--- src/rtl/uart_pkg.sv ---
// Shared definitions for the UART echo controller: FSM state encodings and
// the line-ending characters used by the CR->CR+LF expansion.
package uart_pkg;

    localparam logic [7:0] CR = 8'h0D;
    localparam logic [7:0] LF = 8'h0A;

    typedef enum logic [1:0] {
        R_IDLE = 2'd0,
        R_LF   = 2'd1,
        R_WAIT = 2'd2
    } rx_state_e;

    typedef enum logic [1:0] {
        T_IDLE      = 2'd0,
        T_WAIT_BUSY = 2'd1,
        T_WAIT_DONE = 2'd2
    } tx_state_e;

endpackage

--- src/rtl/uart_sync_fifo.sv ---
// Single-clock byte FIFO with extra-MSB pointers; head is readable in the same
// cycle so the TX side can launch a byte without an extra fetch cycle.
module uart_sync_fifo #(
    parameter int DEPTH = 16
) (
    input  logic                     clk_50m,
    input  logic                     clear,
    input  logic                     push,
    input  logic                     pop,
    input  logic [7:0]               din,
    output logic [7:0]               dout,
    output logic                     full,
    output logic                     empty,
    output logic [$clog2(DEPTH):0]   count
);

    localparam int AW = $clog2(DEPTH);

    logic [7:0]  mem [DEPTH];
    logic [AW:0] wr_ptr_reg;
    logic [AW:0] rd_ptr_reg;
    logic [AW:0] count_reg;
    logic        do_push;
    logic        do_pop;

    assign full  = (wr_ptr_reg[AW] != rd_ptr_reg[AW]) &&
                   (wr_ptr_reg[AW-1:0] == rd_ptr_reg[AW-1:0]);
    assign empty = (wr_ptr_reg == rd_ptr_reg);

    // Fullness is judged before this cycle's pop, so a push into a full FIFO
    // is dropped even when a pop happens alongside it.
    assign do_push = push && !full;
    assign do_pop  = pop && !empty;

    assign dout  = mem[rd_ptr_reg[AW-1:0]];
    assign count = count_reg;

    always_ff @(posedge clk_50m) begin
        if (do_push) begin
            mem[wr_ptr_reg[AW-1:0]] <= din;
        end
    end

    always_ff @(posedge clk_50m) begin
        if (clear) begin
            wr_ptr_reg <= '0;
            rd_ptr_reg <= '0;
            count_reg  <= '0;
        end else begin
            if (do_push) begin
                wr_ptr_reg <= wr_ptr_reg + 1'b1;
            end
            if (do_pop) begin
                rd_ptr_reg <= rd_ptr_reg + 1'b1;
            end
            case ({do_push, do_pop})
                2'b10:   count_reg <= count_reg + 1'b1;
                2'b01:   count_reg <= count_reg - 1'b1;
                default: count_reg <= count_reg;
            endcase
        end
    end

endmodule

--- src/rtl/uart_echo_ctrl.sv ---
// Echo controller: drains the UART receiver into a FIFO and replays the bytes
// through the transmitter, optionally expanding CR into CR+LF.
module uart_echo_ctrl
    import uart_pkg::*;
#(
    parameter int DEPTH        = 16,
    parameter bit APPEND_LF    = 1'b1,
    parameter int BUSY_TIMEOUT = 4
) (
    input  logic                     clk_50m,
    input  logic                     clear,
    input  logic                     rx_ready,
    input  logic [7:0]               rx_data,
    output logic                     rx_ready_clr,
    input  logic                     tx_busy,
    output logic [7:0]               tx_data,
    output logic                     tx_wr_en,
    output logic [$clog2(DEPTH):0]   fifo_count,
    output logic                     overflow
);

    localparam int TW = $clog2(BUSY_TIMEOUT + 1);

    rx_state_e       rx_state_reg, rx_state_next;
    tx_state_e       tx_state_reg, tx_state_next;
    logic            rx_ready_clr_reg, rx_ready_clr_next;
    logic            tx_wr_en_reg, tx_wr_en_next;
    logic [7:0]      tx_data_reg, tx_data_next;
    logic [TW-1:0]   timer_reg, timer_next;
    logic            overflow_reg, overflow_next;

    logic            push;
    logic            pop;
    logic [7:0]      push_data;
    logic [7:0]      head;
    logic            full;
    logic            empty;

    uart_sync_fifo #(
        .DEPTH (DEPTH)
    ) u_fifo (
        .clk_50m (clk_50m),
        .clear   (clear),
        .push    (push),
        .pop     (pop),
        .din     (push_data),
        .dout    (head),
        .full    (full),
        .empty   (empty),
        .count   (fifo_count)
    );

    always_comb begin
        rx_state_next     = rx_state_reg;
        rx_ready_clr_next = 1'b0;
        push              = 1'b0;
        push_data         = rx_data;
        case (rx_state_reg)
            R_IDLE: begin
                if (rx_ready) begin
                    push              = 1'b1;
                    rx_ready_clr_next = 1'b1;
                    rx_state_next     = (APPEND_LF && (rx_data == CR)) ? R_LF : R_WAIT;
                end
            end
            R_LF: begin
                push          = 1'b1;
                push_data     = LF;
                rx_state_next = R_WAIT;
            end
            // Hold off until the receiver drops ready so one byte is never captured twice.
            R_WAIT: begin
                if (!rx_ready) begin
                    rx_state_next = R_IDLE;
                end
            end
            default: rx_state_next = R_IDLE;
        endcase
    end

    always_comb begin
        tx_state_next = tx_state_reg;
        tx_wr_en_next = 1'b0;
        tx_data_next  = tx_data_reg;
        timer_next    = timer_reg;
        pop           = 1'b0;
        case (tx_state_reg)
            T_IDLE: begin
                if (!empty && !tx_busy) begin
                    pop           = 1'b1;
                    tx_wr_en_next = 1'b1;
                    tx_data_next  = head;
                    timer_next    = '0;
                    tx_state_next = T_WAIT_BUSY;
                end
            end
            // A transmitter that never acknowledges must not stall the echo forever.
            T_WAIT_BUSY: begin
                if (tx_busy) begin
                    tx_state_next = T_WAIT_DONE;
                end else if (timer_reg == TW'(BUSY_TIMEOUT - 1)) begin
                    tx_state_next = T_IDLE;
                end else begin
                    timer_next = timer_reg + 1'b1;
                end
            end
            T_WAIT_DONE: begin
                if (!tx_busy) begin
                    tx_state_next = T_IDLE;
                end
            end
            default: tx_state_next = T_IDLE;
        endcase
    end

    assign overflow_next = overflow_reg | (push & full);

    always_ff @(posedge clk_50m) begin
        if (clear) begin
            rx_state_reg     <= R_IDLE;
            tx_state_reg     <= T_IDLE;
            rx_ready_clr_reg <= 1'b0;
            tx_wr_en_reg     <= 1'b0;
            tx_data_reg      <= 8'h00;
            timer_reg        <= '0;
            overflow_reg     <= 1'b0;
        end else begin
            rx_state_reg     <= rx_state_next;
            tx_state_reg     <= tx_state_next;
            rx_ready_clr_reg <= rx_ready_clr_next;
            tx_wr_en_reg     <= tx_wr_en_next;
            tx_data_reg      <= tx_data_next;
            timer_reg        <= timer_next;
            overflow_reg     <= overflow_next;
        end
    end

    assign rx_ready_clr = rx_ready_clr_reg;
    assign tx_wr_en     = tx_wr_en_reg;
    assign tx_data      = tx_data_reg;
    assign overflow     = overflow_reg;

endmodule

--- config.mk ---
export PLATFORM = sky130hd
export DESIGN_NAME = uart_echo_ctrl
export DESIGN_NICKNAME = d
export VERILOG_FILES = /design/src/rtl/uart_pkg.sv /design/src/rtl/uart_sync_fifo.sv /design/src/rtl/uart_echo_ctrl.sv
export SDC_FILE = /design/constraint.sdc
export NUM_CORES = 1
export LEC_CHECK = 0
export BUFFER_PORTS_ARGS = -buffer_cell sky130_fd_sc_hd__buf_2
export CORE_MARGIN = 3
export CORE_UTILIZATION = 45
export CTS_BUF_LIST = sky130_fd_sc_hd__clkbuf_4 sky130_fd_sc_hd__clkbuf_8
export CTS_CLUSTER_DIAMETER = 120
export DETAILED_ROUTE_END_ITERATION = 16
export GPL_ROUTABILITY_DRIVEN = 0
export SYNTH_ARGS = -nofsm -noshare
export SYNTH_HDL_FRONTEND = slang
export SYNTH_SLANG_ARGS = --single-unit
--- constraint.sdc ---
create_clock -name clk_50m -period 4.7 [get_ports clk_50m]
set_clock_uncertainty 0.2 [all_clocks]
set_input_delay 0.47 -clock clk_50m [delete_from_list [all_inputs] [get_ports clk_50m]]
set_output_delay 0.47 -clock clk_50m [all_outputs]
set_load 0.01 [all_outputs]
==> reports/results.txt <==
The flow ran to the end, and the final reports show no timing, DRC or antenna violations. Counting I/O delays and the setup requirement, the final critical path takes 3.79 ns. edfxtp_1 is the most common cell in the netlist.

The run gives 2.90 mW as the total power of the final layout. The hold-critical path endpoint is rx_state_reg[1]. The minimum setup slack among reg-to-reg paths is 0.91 ns. Once placement finished, the instance area stood at 6890 um^2. In this run, post-CTS repair resized a total of 0 instances.

Sequential cells burn 55.8% of the power. The post-synthesis net count was 446. The largest total area in the synthesized netlist belongs to edfxtp_1. The full die area was 16100 um^2. Buffers inserted to repair hold after CTS numbered 0. Ranked by total cell area, the synthesized netlist is headed by edfxtp_1 59%, dfxtp_1 10%, mux4_2 8.2%, mux2_2 2.9%, nor2_1 2.4%.

The logs give 0 ns for the summed negative setup slack over all endpoints and 2.42 nW for the leakage power. Once detail routing completed, the nets flagged for antenna violations numbered 0. In this run the post-CTS setup repair buffer count came out at 0. For the number of distinct library cells after synthesis, the log shows 41. H-tree depth reported by CTS: 4. Global routing used 17.4% of the available tracks across all layers. Summing the sequential cell areas from Yosys gives 68.6% of the chip area. The global-route wire length before repair was 20700 um; the part of the total power dissipated in the clock network was 31.3%.

The logs give 28 for the I/O pin count and 53 for the pin count of the biggest net entering global routing. Buffers inserted during clock tree synthesis total 17. The final routed wire length divided by cell count was 20.5 um. The run gives 0 as the final count of pins violating max slew. The tools report the number of filler instances in the final layout as 1193.

Setup violations remaining at the end of the flow were counted as 0. Summed over all layers, the global routing overflow is 0. The run gives 0 as the hold violation total from the final report. The wire-length estimate of the detail-placed layout is 8390 um. For this block, the initial DRC count from the detailed router was 308.

Launch point of the worst reg-to-reg path: u_fifo.rd_ptr_reg[3]. Among all flip-flop cells after synthesis, the most frequent one is edfxtp_1. The worst setup path is launched from a flip-flop. Counting instances, the worst hold path has a depth of 3. After detailed routing, the number of remaining DRC violations is 0.

The internal power of the cells totals 2.15 mW. The via count of the first global-routing pass is 3579, and the number of flip-flops under the largest register name is 128. After routing the design area is 7240 um^2. The run gives 46.6% as the initial standard-cell utilization of the core.

The tools report the launch point of the worst hold path as rx_ready. The vertical die dimension is 127 um. The routed layout has 3551 vias.

The final worst-path cycle share came out at 80.6%. In this run the horizontal extent of the chip is 127 um. The gate count of the mapped netlist is 422. In this run the cell area of the synthesized design comes to 6570 um^2.

The worst supply voltage drop on vdd was 0.169 mV; the layout overhead on the synthesized area was 10.2%. The count of buffers added on input and output ports is 27. The endpoint identified for the worst register-to-register timing path is u_fifo.count[4].

The count of flip-flops with a built-in enable after synthesis is 128. Ranked by instance count, the synthesized netlist is headed by 128 x edfxtp_1, 42 x nor2_1, 33 x dfxtp_1. No sink is reached through more buffers than the 2 on the longest clock path. Clock input transition at the sequential cells of the worst setup and hold paths: 0.09 ns. The share of cells above drive strength 1 came out at 24.3%. Setup repair after global routing left no endpoint under its margin. TritonCTS built the clock tree.

The tools report the capturing element type of the critical path as a flip-flop. The fraction of registers with async set or reset after synthesis is 0%. After detailed routing, the total wire length is 13200 um. For the worst setup path, the data arrival time is 3.95 ns. For the worst setup path, the data required time is 4.87 ns.

Max-cap violations in this run came to 0. Net switching is 25.8% of the power. Using the TritonRoute via totals, the vias-per-cell ratio works out to 5.51. Fraction of post-synthesis cell area in the top cell type by area: 58.5%.

The start-to-end type of the worst setup path is flip-flop to flip-flop. The max-slew headroom at the worst pin was 39.9%; the placeable core region was 14100 um^2. For this run, the number of Yosys warnings is 0. For this design the total switching power over the nets is 749 uW.

The run gives 51.4% as the utilization after layout. The root buffer cell chosen for the clock tree is clkbuf_8. The logs give 477 for the number of nets at the end of the flow and 264 MHz for the maximum operating frequency.

Along the worst path, the maximum fanout reaches 20. Each instance of the synthesized netlist takes up on average 15.6 um^2. The tree built by TritonCTS fans out to 161 sinks. Worst slack on hold paths: 0.125 ns. The diode insertion count for antenna repair came out at 0. Combinational logic burns 12.9% of the power. Clock latency on the worst-skew pair, taken at its later pin, is 0.44 ns. In this run the power density over the cells is 400 nW/um^2.

For the pin with the worst max-slew slack, the measured transition is 0.899 ns. The tightest min-delay check is of the primary input to flip-flop type. The number of antenna violations at the first check in global routing was 0; the number of synthesized register bits was 161. In this run the core area contains 43 standard-cell rows.

The logic depth of the worst register-to-register path is 11. The length of the first detailed-routing pass in iterations came out at 4.
==> power groups by stage <==
| stage | registers (mW) | logic [mW] | clock network, mW |
|---|---|---|---|
| CTS | 1.62 | 0.380 | 0.936 |
| detailed placement | 1.65 | 0.379 | 0 |
| finish | 1.62 | 0.374 | 0.907 |
| global route | 1.63 | 0.413 | 0.995 |
| floorplan | 1.66 | 0.250 | 0 |
| global placement | 1.65 | 0.377 | 0 |
==> final cells by class <==
cell class / count / area [um^2] / area share [%]
clock buffers: 17 / 234 / 3.23
well taps: 180 / 225 / 3.11
inverters: 5 / 18.8 / 0.259
multi-input cells: 232 / 1940 / 26.8
flip-flops and latches: 161 / 4510 / 62.2
clock inverters: 14 / 114 / 1.57
repair buffers: 36 / 203 / 2.80
==> metal layers <==
metal	routed length, um	global-route usage [%]	vias to the layer above
met1	5920	23.7	1783
li1	-	-	1670
met5	0	0	-
met4	176	5.43	0
met2	6440	27.2	83
met3	676	4.88	15
==> worst max-delay path, stage by stage, from the launching register on <==
cell and delay [ns]:
dfxtp_1 0.79, xor2_1 0.18, nor4_2 0.46, a2111o_1 0.24, inv_1 0.19, ha_1 0.35
fa_1 0.43, a21o_1 0.17, a21oi_1 0.17, xor2_1 0.09, or3_1 0.30, a21oi_1 0.13
==> through the flow <==
stage | std cells | worst slack, ns
after floorplan | 422 | 1.39
after global placement | 614 | 1.05
after detailed placement | 614 | 0.961
after CTS | 645 | 0.930
after global routing | 645 | 0.571
final | 645 | 0.914
==> worst max path at each step <==
stage	startpoint	to	slack [ns]	depth (start not counted)
after floorplan	u_fifo.wr_ptr_reg[3]	u_fifo.count[4]	1.39	14
after global placement	u_fifo.rd_ptr_reg[3]	u_fifo.count[4]	1.05	11
after detailed placement	u_fifo.rd_ptr_reg[3]	u_fifo.count[4]	0.96	11
after CTS	u_fifo.rd_ptr_reg[3]	u_fifo.count[4]	0.93	11
after global routing	u_fifo.rd_ptr_reg[3]	u_fifo.count[4]	0.57	11
final	u_fifo.rd_ptr_reg[3]	u_fifo.count[4]	0.91	11
==> placed cells by master (no fill, tap or decap), drive strengths merged, types with 2 or more instances in the layout <==
| cell | instances |
|---|---|
| a31oi | 2 |
| mux2 | 17 |
| dfxtp | 33 |
| ha | 11 |
| edfxtp | 128 |
| nor4b | 2 |
| nor2b | 9 |
| nand3 | 6 |
| mux4 | 24 |
| xor2 | 7 |
| buf | 36 |
| inv | 8 |
| o22ai | 8 |
| nor2 | 42 |
| nand2b | 10 |
| and2 | 6 |
| o21ai | 3 |
| nor3 | 20 |
| or4 | 2 |
| a21oi | 11 |
| a21o | 2 |
| clkbuf | 17 |
| clkinvlp | 2 |
| mux2i | 3 |
| nand2 | 9 |
| xnor2 | 8 |
| a211oi | 18 |
| clkinv | 8 |
==> cell families (layout without fill, tap and decap cells) <==
group	Yosys count	in the layout	synth area share [%]
compound gates	46	46	4.61
xor+xnor	15	15	2.00
fa+ha+maj	12	12	2.40
buf+inv	29	72	1.89
flops	161	161	68.6
mux	44	44	11.6
simple gates	115	115	8.92
Note: power is estimated with default switching activity, not from simulation.
